`src/rtl/and32_pkg.sv`:
```
// Shared definitions for the and32 operand path: loader state encoding and word geometry.
package and32_pkg;

    localparam int unsigned WORD_W         = 32;
    localparam int unsigned BYTE_W         = 8;
    localparam int unsigned BYTES_PER_WORD = 4;

    typedef enum logic [1:0] {
        StLoadA   = 2'd0,
        StLoadB   = 2'd1,
        StPresent = 2'd2
    } loader_state_e;

    // Bit offset of byte slot idx within a word, honouring byte order.
    function automatic logic [4:0] byte_lsb(input logic [1:0] idx, input bit msb_first);
        logic [1:0] slot;
        slot = msb_first ? (2'd3 - idx) : idx;
        return {slot, 3'b000};
    endfunction

endpackage

```
`src/rtl/word_assembler.sv`:
```
// Shadow register that builds one 32-bit word from bytes written by slot index.
// word_nxt_o exposes the word including a write happening on the current edge.
module word_assembler
    import and32_pkg::*;
#(
    parameter bit MSB_FIRST = 1'b0
) (
    input  logic              clk,
    input  logic              rst,
    input  logic              clr_i,
    input  logic              wr_en_i,
    input  logic [1:0]        idx_i,
    input  logic [BYTE_W-1:0] byte_i,
    output logic [WORD_W-1:0] word_o,
    output logic [WORD_W-1:0] word_nxt_o
);

    logic [WORD_W-1:0] word_q, word_d;

    always_comb begin
        word_nxt_o = word_q;
        if (wr_en_i) begin
            word_nxt_o[byte_lsb(idx_i, MSB_FIRST) +: BYTE_W] = byte_i;
        end
    end

    always_comb begin
        word_d = clr_i ? '0 : word_nxt_o;
    end

    always_ff @(posedge clk) begin
        if (rst) begin
            word_q <= '0;
        end else begin
            word_q <= word_d;
        end
    end

    assign word_o = word_q;

endmodule

```
`src/rtl/operand_loader.sv`:
```
// Loads two 32-bit operands from a byte stream and presents them as a pair.
// Optional abort input enabled by defining OPERAND_LOADER_ABORT_EN.
module operand_loader
    import and32_pkg::*;
#(
    parameter bit MSB_FIRST = 1'b0
) (
    input  logic              clk,
    input  logic              rst,
    input  logic [BYTE_W-1:0] in_data,
    input  logic              in_valid,
`ifdef OPERAND_LOADER_ABORT_EN
    input  logic              abort,
`endif
    output logic              in_ready,
    output logic [WORD_W-1:0] out_a,
    output logic [WORD_W-1:0] out_b,
    output logic              out_valid,
    input  logic              out_ready
);

    loader_state_e     state_q, state_d;
    logic [1:0]        cnt_q, cnt_d;
    logic [WORD_W-1:0] out_a_q, out_a_d;
    logic [WORD_W-1:0] out_b_q, out_b_d;

    logic              abort_w;
    logic              accept;
    logic              wr_a, wr_b, clr_shadow, load_out;
    logic [WORD_W-1:0] word_a, word_a_nxt, word_b, word_b_nxt;

`ifdef OPERAND_LOADER_ABORT_EN
    assign abort_w = abort;
`else
    assign abort_w = 1'b0;
`endif

    assign in_ready = !rst && (state_q != StPresent);
    assign accept   = in_valid && in_ready;

    always_comb begin
        state_d    = state_q;
        cnt_d      = cnt_q;
        wr_a       = 1'b0;
        wr_b       = 1'b0;
        clr_shadow = 1'b0;
        load_out   = 1'b0;
        unique case (state_q)
            StLoadA: begin
                if (abort_w) begin
                    cnt_d      = 2'd0;
                    clr_shadow = 1'b1;
                end else if (accept) begin
                    wr_a  = 1'b1;
                    cnt_d = cnt_q + 2'd1;
                    if (cnt_q == 2'd3) begin
                        state_d = StLoadB;
                    end
                end
            end
            StLoadB: begin
                if (abort_w) begin
                    state_d    = StLoadA;
                    cnt_d      = 2'd0;
                    clr_shadow = 1'b1;
                end else if (accept) begin
                    wr_b  = 1'b1;
                    cnt_d = cnt_q + 2'd1;
                    if (cnt_q == 2'd3) begin
                        state_d  = StPresent;
                        load_out = 1'b1;
                    end
                end
            end
            StPresent: begin
                // in_ready is low here, so no byte can slip in on the handshake edge.
                if (out_ready) begin
                    state_d = StLoadA;
                end
            end
            default: begin
                state_d = StLoadA;
                cnt_d   = 2'd0;
            end
        endcase
    end

    // The 4th byte of b lands on the same edge as the output update, so take b's next value.
    always_comb begin
        out_a_d = out_a_q;
        out_b_d = out_b_q;
        if (load_out) begin
            out_a_d = word_a;
            out_b_d = word_b_nxt;
        end
    end

    always_ff @(posedge clk) begin
        if (rst) begin
            state_q <= StLoadA;
            cnt_q   <= 2'd0;
            out_a_q <= '0;
            out_b_q <= '0;
        end else begin
            state_q <= state_d;
            cnt_q   <= cnt_d;
            out_a_q <= out_a_d;
            out_b_q <= out_b_d;
        end
    end

    word_assembler #(
        .MSB_FIRST (MSB_FIRST)
    ) u_asm_a (
        .clk        (clk),
        .rst        (rst),
        .clr_i      (clr_shadow),
        .wr_en_i    (wr_a),
        .idx_i      (cnt_q),
        .byte_i     (in_data),
        .word_o     (word_a),
        .word_nxt_o (word_a_nxt)
    );

    word_assembler #(
        .MSB_FIRST (MSB_FIRST)
    ) u_asm_b (
        .clk        (clk),
        .rst        (rst),
        .clr_i      (clr_shadow),
        .wr_en_i    (wr_b),
        .idx_i      (cnt_q),
        .byte_i     (in_data),
        .word_o     (word_b),
        .word_nxt_o (word_b_nxt)
    );

    assign out_a     = out_a_q;
    assign out_b     = out_b_q;
    assign out_valid = (state_q == StPresent);

    logic unused_w;
    assign unused_w = ^word_a_nxt;

endmodule

```
`config.mk`:
```
export PLATFORM = sky130hd
export DESIGN_NAME = operand_loader
export DESIGN_NICKNAME = d
export VERILOG_FILES = /design/src/rtl/and32_pkg.sv /design/src/rtl/word_assembler.sv /design/src/rtl/operand_loader.sv
export SDC_FILE = /design/constraint.sdc
export NUM_CORES = 1
export LEC_CHECK = 0
export CORE_ASPECT_RATIO = 1.4
export CORE_MARGIN = 3
export CORE_UTILIZATION = 49
export CTS_BUF_LIST = sky130_fd_sc_hd__clkbuf_16
export DETAILED_ROUTE_END_ITERATION = 7
export PLACE_DENSITY = 0.78
export SLEW_MARGIN = 5
export SYNTH_ARGS = -nofsm -noshare
export SYNTH_HDL_FRONTEND = slang
export SYNTH_SLANG_ARGS = --single-unit
```
`constraint.sdc`:
```
create_clock -name clk -period 1.78 [get_ports clk]
set_input_delay 0.356 -clock clk [delete_from_list [all_inputs] [get_ports clk]]
set_output_delay 0.356 -clock clk [all_outputs]
set_load 0.005 [all_outputs]
```
=== After elaboration in Yosys (flattened, before gate mapping) ===
Index checks and enable logic that the tools add are counted.

* Bitwise gates (word level): 1
* Reduce and logical (&&, ||, !) cells: 7
* Add/sub/neg operators: 2
* Equal/unequal tests: 10
* Shift operators: 2
* Multiplexer cells: 17

{| class="wikitable"
|+ Operators by type and width
! cell !! count
|-
| bitwise mux 32 bit || 2
|-
| two-way mux 32 bit || 1
|-
| variable shift 8 x 7 -> 32 bit (first input constant) || 1
|-
| variable part select 8 x 7 -> 32 bit || 1
|-
| two-way mux 2 bit || 6
|-
| != test 2 bit (second input constant) || 5
|-
| negation 5 -> 7 bit || 1
|-
| two-way mux 1 bit || 6
|-
| one-hot mux 2 bit (3 select lines) || 1
|-
| AND reduction 5 bit || 1
|-
| == test 2 bit (second input constant) || 2
|-
| != test 2 x 1 -> 1 bit (second input constant) || 2
|-
| one-hot mux 2 bit (2 select lines) || 1
|-
| adder 2 x 1 -> 2 bit (second input constant) || 1
|-
| == test 2 x 1 -> 1 bit (second input constant) || 1
|-
| logical AND 1 bit || 2
|-
| logical NOT 2 bit || 1
|-
| AND reduction 2 bit || 1
|-
| OR reduction 2 bit || 1
|-
| logical NOT 1 bit || 1
|-
| inverter 1 bit || 1
|}

* Input bits: 12
* Register bits: 132
* Logic and storage cells: 45
* Output and inout bits: 66

=== Longest topological paths before layout ===
* Depth in word-level cells: 6
* Gate-level depth with buffers: 9
* Mapped depth without buffers: 5

=== Hierarchy ===
A second synthesis with hierarchy kept.

* Cell total of the unflattened synthesis: 650
* Area total of the unflattened synthesis: 5629.1 um^2

{| class="wikitable"
|+ Modules (own cells, without submodules)
! module !! cells each !! area each (um^2) !! instances !! seq. area each (um^2)
|-
| operand_loader || 316 || 2641.3 || 1 || 1361.3
|-
| word_assembler at u_asm_b || 170 || 1516.5 || 1 || 640.6
|-
| word_assembler at u_asm_a || 164 || 1471.4 || 1 || 640.6
|}

=== Worst setup path before layout ===
No wires, ideal clock.

* Path type: register to register
* Start point: reg cnt_q[0]
* End point: reg out_b_q[28], in the netlist out_b[28]
* Required time: 1.692 ns
* Setup slack: -0.157 ns
* Buffers on the path: 2
* Arrival time: 1.849 ns
* Clock period less this slack: 1.937 ns
* Cell stages (with the launch flop): 8
* Library setup time: 0.088 ns
* Cells stage by stage: dfxtp_1 buf_2 inv_1 ha_1 and4bb_2 buf_1 nand3_1 a311oi_2

* Word-level cells in the longest chain between the ends: 4
* Elaborated cells between the ends (all ways): 9
* Classes of those cells: add/sub (1); eq/ne (1); shift (2); mux (5)

{| class="wikitable"
|+ RTL lines
! element !! RTL line !! source
|-
| start, declared || operand_loader.sv:23 || <nowiki>logic [1:0] cnt_q, cnt_d;</nowiki>
|-
| start signal, assigned || operand_loader.sv:106 || <nowiki>cnt_q <= cnt_d;</nowiki>
|-
| negation 5 -> 7 bit / == test 2 bit (equally long branches) || word_assembler.sv:23, operand_loader.sv:69 ||
|-
| variable part select 8 x 7 -> 32 bit (tied with other cells) || word_assembler.sv:23 || <nowiki>word_nxt_o[byte_lsb(idx_i, MSB_FIRST) +: BYTE_W] = byte_i;</nowiki>
|-
| bitwise mux 32 bit / two-way mux 1 bit (equally long branches) || word_assembler.sv:23, operand_loader.sv:66 ||
|-
| two-way mux 32 bit / two-way mux 1 bit (equally long branches) || word_assembler.sv:22, operand_loader.sv:48 ||
|-
| end signal, assigned || operand_loader.sv:108 || <nowiki>out_b_q <= out_b_d;</nowiki>
|-
| end, declared || operand_loader.sv:25 || <nowiki>logic [WORD_W-1:0] out_b_q, out_b_d;</nowiki>
|}

Parallel ways exist; a longest one is shown, timed or not.
A chain may end at the register's enable or synchronous reset.

=== Worst setup path after layout ===
* Start point: reg cnt_q[0]
* End point: reg out_b_q[20], in the netlist out_b[20]

The elaborated chain is that of the path after synthesis.

==> metrics <==
ANT nets after route 0; setup ws final -0.00487 ns; largest family of logic cells by synthesized area compound AO/OA/AOI/OAI gates; Hold Path Class input port to flip-flop; DP Wirelength 9860 µm; Power Total 7.07 mW; CP max stage cell dfxtp_1; final net count 749; share of async-settable or async-resettable flops after synthesis 0%; Slew HR 37.0%; Max Cap Viol 0; largest net degree at the start of global routing 91; Post-DP Area 0.00662 mm²; min cycle time layout ~1.8 ns; final setup TNS -0.00487 ns; Die ar. 0.0125 mm²; cell family with most CP delay buffers and inverters; #FFs+latches synth 132; routed wire length 15700 µm; Mapped Cells 645; top routing layer in use met4; worst-path cell chain buf_4 > ha_2 > and4b_2 > clkbuf_16 > nor2_1 > a311oi_1; PwrDens 958 mW/mm²; total track usage 24.3%; number of diodes 0; final setup violation count 1; Crit Path Class flip-flop to flip-flop; EDFF count, synth 0; Synth Net Count between 600 and 700; Hold WS 0.246 ns; P&R area growth vs syn 34.3%; met3 routed WL 818 µm; drt via density 6.05; CP Launch Type flip-flop; Max Fclk 560 MHz; Worst Path Buf+Inv 2; TritonCTS Buffers 17; Overflow after GRT 0; VDD IR max ~0.65 mV; max incr delay on CP 0.35 ns; R2R depth 6; vias in the first global route 5089; row count 45; Synth top area share 48.1%; sequential area share after synthesis 48.1%; Non-Filler Instances 885; CTS tree yes; status finished, violations left; Mapped Avg Cell Area roughly 8.5 µm²; layout cells sized above 1 17.3%; Initial Utilization 50.3%; DRC Markers 0; Slew Limit Fails 0; Worst-Margin Slew 0.945 ns; Simple-Gate Fraction of Synth Area 19.2%; Req. time, crit path 2.10 ns; Final Hold Vio Count 0; Mapped Area 0.00550 mm²; wire per inst around 18 µm; Clock Tree Buf Depth 2; die width approximately 96 µm; Primary FF master, synth dfxtp_1; Final Core Density about two thirds; wire length on met2 8140 µm; failing checks negative setup slack; complex-gate fraction of the synthesized area 24.0%; Adder-Cell Fraction of Synth Area 1.37%; LEAKAGE around 2.4 nW; fin area 0.00738 mm²; Port-buffer cells 77; Skew-Pair Late Insertion Delay 0.42 ns; core area 0.0109 mm²; worst hold stages 2; worst slack at placement -0.233 ns; DR iter-0 viols between 400 and 500; boundary pin count 78; Placed Cells 849; mux cell area share after synthesis less than 1%; Final Wtd Congestion just over 0.8; Die Ht 131 µm; ratio of final minimum period to clock period 100%; fillers 829; first-pass GRT wire length 24300 µm; first-pass iteration count of the detailed router 6; wl on met1 6220 µm; most common cell in the netlist dfxtp_1; CTS Sinks 132; largest area contributor in the netlist dfxtp_1; Setup crit end kind flip-flop; clock skew 0.00633 ns; Post-Synth XOR/XNOR Area less than 1%; distinct cell type count after synthesis 37; via count 5357; top cells by count, synth dfxtp_1, a21oi_1, o21ai_0; Synth Warn # 0; number of antenna violations at the first check in global routing 0; Clk Tree Root Cell clkbuf_16; CP Depth 6; clock-pin transition on the worst setup and hold timing paths 0.06 ns; ranking of synthesized cells by area dfxtp_1, a21oi_1, o21ai_0, nand3_1, a311oi_1; CP Max Fanout 16; H-tree depth 4; CP arrival 2.10 ns
-- metal layers --
metal  vias to the layer above  GRT usage, %
met2                       205          41.0
met5                         -             0
met1                      2592          28.8
met3                        47          5.96
met4                         0          10.0
li1                       2513             -
-- worst reg2reg max path, stage by stage (launching register included) --
cell       delay (ns)
dfxtp_1          0.35
buf_4            0.22
ha_2             0.26
and4b_2          0.32
clkbuf_16        0.21
nor2_1           0.06
a311oi_1         0.26
-- layout make-up --
cell class	count	area [µm²]	share of cell area, %
inverters	4	15.0	0.203
clock buffers	17	425	5.76
clock inverters	15	173	2.34
multi-input cells	437	2650	35.9
repair buffers	139	1300	17.6
flip-flops and latches	132	2640	35.8
well taps	141	176	2.39
-- registers in the layout, indices dropped and copies added (netlist names) --
signal and count:
out_a 32, out_b 32, u_asm_a.word_o 32, state_q 2, cnt_q 2, u_asm_b.word_o 32
-- repair_timing --
item,4_1_cts,5_1_grt
setup endpoints to repair,33,62
hold buffers,0,0
cloned,0,2
pin swaps,1,2
setup buffers,0,2
resized for setup,16,14
-- path summary, 6_finish.rpt --
kind | start | to | slack [ns]
setup reg to reg | cnt_q[0]$_SDFFE_PP0P_ | out_b[20]$_SDFFE_PP0P_ | -0.005
setup / recovery | cnt_q[0]$_SDFFE_PP0P_ | out_b[20]$_SDFFE_PP0P_ | -0.005
hold / removal | rst | cnt_q[0]$_SDFFE_PP0P_ | 0.25
hold reg to reg | u_asm_a.word_o[17]$_SDFFE_PP0P_ | out_a[17]$_SDFFE_PP0P_ | 0.46
-- power breakdown --
part	total [mW]	internal (mW)	leakage, nW	switching (mW)
Sequential	2.98	2.97	1.06	0.00818
Clock	3.51	2.30	0.300	1.21
Combinational	0.583	0.230	1.06	0.353
Total	7.07	5.50	2.43	1.58
-- layout by cell type, fill, tap and decap left out, drive strengths merged, types with 2 or more instances in the layout --
master | netlist | routed
clkdlybuf4s50 | 0 | 74
clkinv | 0 | 7
dlygate4sd2 | 0 | 2
nand3 | 72 | 72
o22a | 2 | 2
a21oi | 97 | 97
and4bb | 3 | 4
o21ai | 96 | 96
and3b | 3 | 3
nand2b | 2 | 2
clkbuf | 35 | 18
and4b | 2 | 2
nand2 | 36 | 36
nor2b | 3 | 3
nand4 | 24 | 24
inv | 4 | 7
nor3b | 8 | 8
ha | 6 | 6
bufinv | 0 | 4
dfxtp | 132 | 132
nand3b | 3 | 3
nor2 | 37 | 37
a311oi | 32 | 32
buf | 38 | 62
-- cell families after synthesis --
group,after synthesis
AOI/OAI and AO/OA,227
xor gates and xnor gates,2
adders and majority gates,6
buffers and inverters,77
DFF,132
muxes,1
and+or+nand+nor,200
No activity file was read; power rests on OpenSTA's default activity.
